### config.mk
export PLATFORM = sky130hd
export DESIGN_NAME = serv_lsu_ctrl
export DESIGN_NICKNAME = d
export VERILOG_FILES = /design/src/rtl/serv_lsu_ctrl.sv
export SDC_FILE = /design/constraint.sdc
export NUM_CORES = 1
export LEC_CHECK = 0
export BUFFER_PORTS_ARGS = -buffer_cell sky130_fd_sc_hd__buf_4
export CORE_ASPECT_RATIO = 0.6
export CORE_UTILIZATION = 35
export CTS_CLUSTER_DIAMETER = 50
export DETAILED_ROUTE_END_ITERATION = 10
export PLACE_DENSITY_LB_ADDON = 0.3
export RECOVER_POWER = 50
export SLEW_MARGIN = 20
export SYNTH_ARGS = -nofsm -noshare
export SYNTH_HDL_FRONTEND = slang
export SYNTH_SLANG_ARGS = --single-unit
### constraint.sdc
create_clock -name i_clk -period 4.78 [get_ports i_clk]
set_input_delay 0.956 -clock i_clk [delete_from_list [all_inputs] [get_ports i_clk]]
set_output_delay 0.956 -clock i_clk [all_outputs]
set_load 0.05 [all_outputs]
### src/rtl/serv_lsu_ctrl.sv
// serv_lsu_ctrl: sequences the bit-serial load/store interface: an init phase, then the Wishbone cycle, then the read phase
// Ports: i_clk/i_rst clock and async reset; i_start/i_we/i_misalign start an access; o_busy/o_done/o_trap/o_err status;
//        o_en/o_init/o_bytecnt drive the memory interface; o_wb_cyc/o_wb_we/i_wb_ack Wishbone; o_mem_ack gated ack
module serv_lsu_ctrl #(
  parameter bit          MISALIGN_TRAP = 1'b1,
  parameter int unsigned TIMEOUT       = 255
) (
  input  logic       i_clk,
  input  logic       i_rst,
  input  logic       i_start,
  input  logic       i_we,
  input  logic       i_misalign,
  output logic       o_busy,
  output logic       o_done,
  output logic       o_trap,
  output logic       o_err,
  output logic       o_en,
  output logic       o_init,
  output logic [1:0] o_bytecnt,
  output logic       o_wb_cyc,
  output logic       o_wb_we,
  input  logic       i_wb_ack,
  output logic       o_mem_ack
);
  typedef enum logic [2:0] {IDLE, INIT, BUS, RD, DONE} state_e;
  state_e      state_q, state_d;
  logic [4:0]  cnt_q, cnt_d;
  logic [15:0] timer_q, timer_d;
  logic        we_q, we_d, trap_q, trap_d, err_q, err_d;
  always_ff @(posedge i_clk or posedge i_rst) begin
    if (i_rst) begin
      state_q <= IDLE;
      cnt_q   <= 5'd0;
      timer_q <= 16'd0;
      we_q    <= 1'b0;
      trap_q  <= 1'b0;
      err_q   <= 1'b0;
    end else begin
      state_q <= state_d;
      cnt_q   <= cnt_d;
      timer_q <= timer_d;
      we_q    <= we_d;
      trap_q  <= trap_d;
      err_q   <= err_d;
    end
  end
  // cnt wraps 31->0 exactly on the INIT/RD exit, so RD always starts at 0
  always_comb begin
    state_d = state_q;
    cnt_d   = cnt_q;
    timer_d = timer_q;
    we_d    = we_q;
    trap_d  = trap_q;
    err_d   = err_q;
    case (state_q)
      IDLE: if (i_start) begin
        state_d = INIT;
        cnt_d   = 5'd0;
        we_d    = i_we;
      end
      INIT: begin
        cnt_d = cnt_q + 5'd1;
        if (&cnt_q) begin
          if (i_misalign && MISALIGN_TRAP) begin
            state_d = DONE;
            trap_d  = 1'b1;
          end else begin
            state_d = BUS;
            timer_d = 16'd0;
          end
        end
      end
      BUS: begin
        timer_d = timer_q + 16'd1;
        if (i_wb_ack) state_d = we_q ? DONE : RD;
        else if (timer_q == 16'(TIMEOUT - 1)) begin
          state_d = DONE;
          err_d   = 1'b1;
        end
      end
      RD: begin
        cnt_d = cnt_q + 5'd1;
        if (&cnt_q) state_d = DONE;
      end
      DONE: begin
        state_d = IDLE;
        trap_d  = 1'b0;
        err_d   = 1'b0;
      end
      default: state_d = IDLE;
    endcase
  end
  assign o_busy    = state_q != IDLE;
  assign o_done    = state_q == DONE;
  assign o_trap    = o_done & trap_q;
  assign o_err     = o_done & err_q;
  assign o_init    = state_q == INIT;
  assign o_en      = o_init | (state_q == RD);
  assign o_bytecnt = o_en ? cnt_q[4:3] : 2'd0;
  assign o_wb_cyc  = state_q == BUS;
  assign o_wb_we   = o_wb_cyc & we_q;
  assign o_mem_ack = i_wb_ack & o_wb_cyc;
endmodule

After elaboration in Yosys (flattened, before gate mapping)
Index checks and enable logic that the tools add are counted.

Multiplexer cells: 20. Equal/unequal tests: 13. Reduce and logical (&&, ||, !) cells: 14. Bitwise logic cells: 5. Add/subtract/negate cells: 2.

Operators by type and width (number): $mux W16 (2); $pmux W16 S2 (1); $mux W3 (7); $add A16 B1 Y16 const B (1); $eq A16 B8 Y1 const B (1); $pmux W3 S4 (1); $ne A2 B2 Y1 const B (5); $pmux W5 S2 (1); $reduce_and A3 Y1 (3); $reduce_bool A2 Y1 (4); $eq A3 B2 Y1 const B (2); $add A5 B1 Y5 const B (1); $mux W5 (1); $reduce_and A5 Y1 (1); $and A1 B1 Y1 (4); $mux W1 (4); $ne A2 B1 Y1 const B (2); $pmux W1 S2 (2); $reduce_and A2 Y1 (2); $reduce_and A4 Y1 (1); $eq A3 B1 Y1 const B (1); $eq A3 B3 Y1 const B (1); $logic_not A3 Y1 (1); $ne A3 B1 Y1 const B (1); other kinds (4) (4).

Output and inout bits: 11. Word-level logic and storage cells: 60. Bits in registers: 27.

Logic depth before layout (Yosys ltp)
Depth in word-level cells: 4. Gate-level depth with buffers: 8. Depth with buffers taken out: 7.

Worst setup path after synthesis
Ideal clock, no wire load.

Kind: register to output. Start point: reg state_q[0]. End point: out o_done. Required time: 3824 ps. Data arrival time: 1762 ps. Setup slack: 2062 ps. Stages on the path, launching flop included: 3. Path buffers: 1. Cell sequence: dfrtp_1 clkbuf_1 nor3_1.

Cells in the longest elaborated chain, start to end: 1.

Ends and longest elaborated chain: from (decl) (line 26) `state_e state_q, state_d;`; from (signal assigned) (line 39) `state_q <= state_d;`; $eq A3 B3 Y1 (line 94) `assign o_done = state_q == DONE;`; to (decl) (line 14) `output logic o_done,`.

Every way passes these cells.

Worst setup path after layout
Start point: reg state_q[1]. End point: out o_wb_we.

Cells in the longest elaborated chain, start to end: 2.

Ends and longest elaborated chain: $eq A3 B2 Y1 (line 100) `assign o_wb_cyc = state_q == BUS;`; $and A1 B1 Y1 (line 101) `assign o_wb_we = o_wb_cyc & we_q;`; to (decl) (line 21) `output logic o_wb_we,`.

Every way passes these cells.

==> results_dict.tcl <==
set metrics [dict create \
    status "finished, final reports clean" \
    drv_cap 0 \
    vdd_drop_max_v 0.000244 \
    p_int_w 0.000524 \
    p_leak_nw 0.805 \
    dieArea_um2 4670 \
    hold_path_depth 1 \
    synth_edf_count 0 \
    finalPower_w 0.000966 \
    multi_input_area_um2 800 \
    syn_nets 188 \
    cts.clk_slew.worst_paths_ps 90 \
    crit_start "state_q[1]" \
    rrSetupSlack_ps 2600 \
    rsz0062_at_grt "no" \
    timing.rr.end "timer_q[5]" \
    die_w_um 87.5 \
    fin_worst_skew_ps 5.74 \
    grt_pass1_wl_um 5580 \
    cts_max_level 1 \
    crit_path_top_delay_cell "dfrtp_1" \
    fillers 418 \
    gp_congestion 0.848 \
    clock_path_buffers 2 \
    yosysWarnings 0 \
    synth_area_um2 1540 \
    dr.pass1.iters 4 \
    r2r-start "state_q[1]" \
    hold_viol 0 \
    first_global_vias 1097 \
    track_usage 0.158 \
    p_per_area_nw_per_um2 552 \
    postSynthCellCount 178 \
    ff_latch_area_um2 676 \
    synth_seq_cells 27 \
    cp_cell_sequence "or3b_1, clkinv_2, and2_1, buf_4" \
    nNetsFinal 202 \
    num_rows 18 \
    sequentialPowerShare 0.469 \
    vias 1305 \
    numCtsBuffers 3 \
    start_util 0.369 \
    maxSlewHeadroom 0.328 \
    switching_share 0.458 \
    cts_root_buf "clkbuf_8" \
    wl_per_cell_um 13.2 \
    coreArea_um2 4170 \
    routed_wl_um 3320 \
    cp.arrival_ps 2100 \
    grt-ovfl-total 0 \
    drive_gt1_frac 0.115 \
    antenna_found_initial 0 \
    drtIter0Drc 37 \
    worstPathRequired_ps 3820 \
    setup_viol 0 \
    clock_sinks 27 \
    cpPeakStageDelay_ps 630 \
    final.setup.tns_ps 0 \
    async_flop_share 1.00 \
    ys_seq_area_frac 0.440 \
    period_needed_ps 3060 \
    diodes 0 \
    clock_latency_ps 270 \
    period_share 0.640 \
    finalMaxSlewViolations 0 \
    path_max_fanout 17 \
    syn_to_final_growth_pct 13.9 \
    end_kind "primary output" \
    combPwrFrac 0.397 \
    via_per_inst 5.20 \
    avgSynthCellArea_um2 8.63 \
    synthFlopType "dfrtp_1" \
    portBuffers 16 \
    post_cts_buffers 0 \
    p_clk_frac 0.133 \
    hp-start "timer_q[4]" \
    path_class "flop to primary output" \
    hpwl_um 2370 \
    ant_nets 0 \
    reg2reg_depth 4 \
    die_y_um 53.3 \
    max_freq_ghz 0.327 \
    ctsHoldBuffers 0 \
    synth.distinct_cells 41 \
    hold-path-endpoint "timer_q[4]" \
    cts_tree "done" \
    hp-class "flop to flop" \
    grt_max_degree 28 \
    top_level_ports 17 \
    drcViolationCount 0 \
    post_cts_resized 0 \
    fin_hold_ws_ps 510 \
    worstMarginPinSlew_ps 1010 \
    switchingPower_w 0.000442 \
    crit_path_start_kind "flop" \
]
## sequential cells by signal, indices dropped and copies added, names as in the netlist
signal and cells:
we_q 1, state_q 3, err_q 1, cnt_q 5
timer_q 16, trap_q 1
## metal layers
metal / wire length (um) / up-vias / global-route usage / part of all wire
li1: - / 671 / - / -
met1: 1930 / 599 / 0.263 / 0.58
met2: 1220 / 32 / 0.194 / 0.37
met3: 165 / 3 / 0.0437 / 0.050
met4: 10 / 0 / 0.0164 / 0.0030
met5: 0 / - / 0 / 0
## per-stage QoR
| stage | instance area (um2) | util | worst slack [ps] | std cells |
|---|---|---|---|---|
| after CTS | 1750 | 0.419 | 1750 | 251 |
| after global routing | 1750 | 0.420 | 1560 | 251 |
| final | 1750 | 0.420 | 1720 | 251 |
| after floorplan | 1540 | - | 2060 | 178 |
| after global placement | 1700 | 0.408 | 2060 | 247 |
| after detailed placement | 1700 | 0.408 | 2060 | 247 |
## placed cells by master (no fill, tap or decap), types with 2 or more instances in the layout
cell type,synthesis,routed
nor2_1,9,9
inv_1,7,7
nand3_1,17,17
mux2i_1,3,3
a21oi_1,5,5
clkbuf_8,0,3
nand3b_1,2,2
nor4_1,2,2
nor2b_1,2,2
a31oi_1,2,2
a211oi_1,2,2
and4_1,3,3
ha_1,4,4
xor2_1,3,3
or4_1,2,2
nand2_1,23,23
o21ai_0,17,17
o211ai_1,3,3
or3_1,2,2
and3_1,7,7
nand4_1,3,3
dfrtp_1,27,27
nor3_1,8,8
buf_4,0,15
and2_1,3,3
## final cells by class
type	instances	share of cell area
Sequential cell	27	0.386
Timing Repair Buffer	16	0.0686
Multi-Input combinational cell	135	0.457
Clock buffer	4	0.0257
Tap cell	60	0.0429
Inverter	9	0.0200
## how the worst max path moves through the flow
stage              end  slack, ps  depth (start not counted)
3_5_place_dp   o_wb_we       2060                          4
5_1_grt        o_wb_we       1560                          4
4_1_cts        o_wb_we       1750                          4
3_3_place_gp   o_wb_we       2060                          4
2_1_floorplan   o_done       2060                          2
6_report       o_wb_we       1720                          4
## synth_stat cells (all sizes together) (3+ instances only)
cell	n	area (um2)
nand4	3	18.8
a21oi	5	25.0
dfrtp	27	676
nand3	17	85.1
nand2	23	86.3
mux2i	3	30.0
nor2	9	33.8
clkbuf	5	20.0
nor3	8	40.0
ha	4	50.1
and4	3	26.3
o21ai	18	90.1
and3	7	43.8
o211ai	3	22.5
xor2	3	26.3
and2	3	18.8
inv	7	26.3
## power groups by stage
stage	Sequential [W]	Clock [W]	Combinational [W]
6_report	0.000453	0.000129	0.000384
5_1_grt	0.000475	0.000144	0.000432
4_1_cts	0.000450	0.000135	0.000384
3_5_place_dp	0.000454	0	0.000383
3_3_place_gp	0.000453	0	0.000382
2_1_floorplan	0.000409	0	0.000313
## critical path, delay by kind of cell, from the launching register on
kind | cells | cell delay, ps
flip-flops | 1 | 630
buffers and inverters | 2 | 410
AND/OR/NAND/NOR | 2 | 780
## logic make-up (layout without fill, tap and decap cells)
| logic type | count (synthesis) | after routing | share of synthesized area |
|---|---|---|---|
| muxes | 4 | 4 | 0.0269 |
| buffers and inverters | 16 | 29 | 0.0423 |
| adders and majority gates | 4 | 4 | 0.0326 |
| AOI/OAI and AO/OA | 35 | 35 | 0.134 |
| DFF | 27 | 27 | 0.440 |
| and+or+nand+nor | 89 | 89 | 0.307 |
| xor gates and xnor gates | 3 | 3 | 0.0171 |
(Power assumes the default switching activity.)
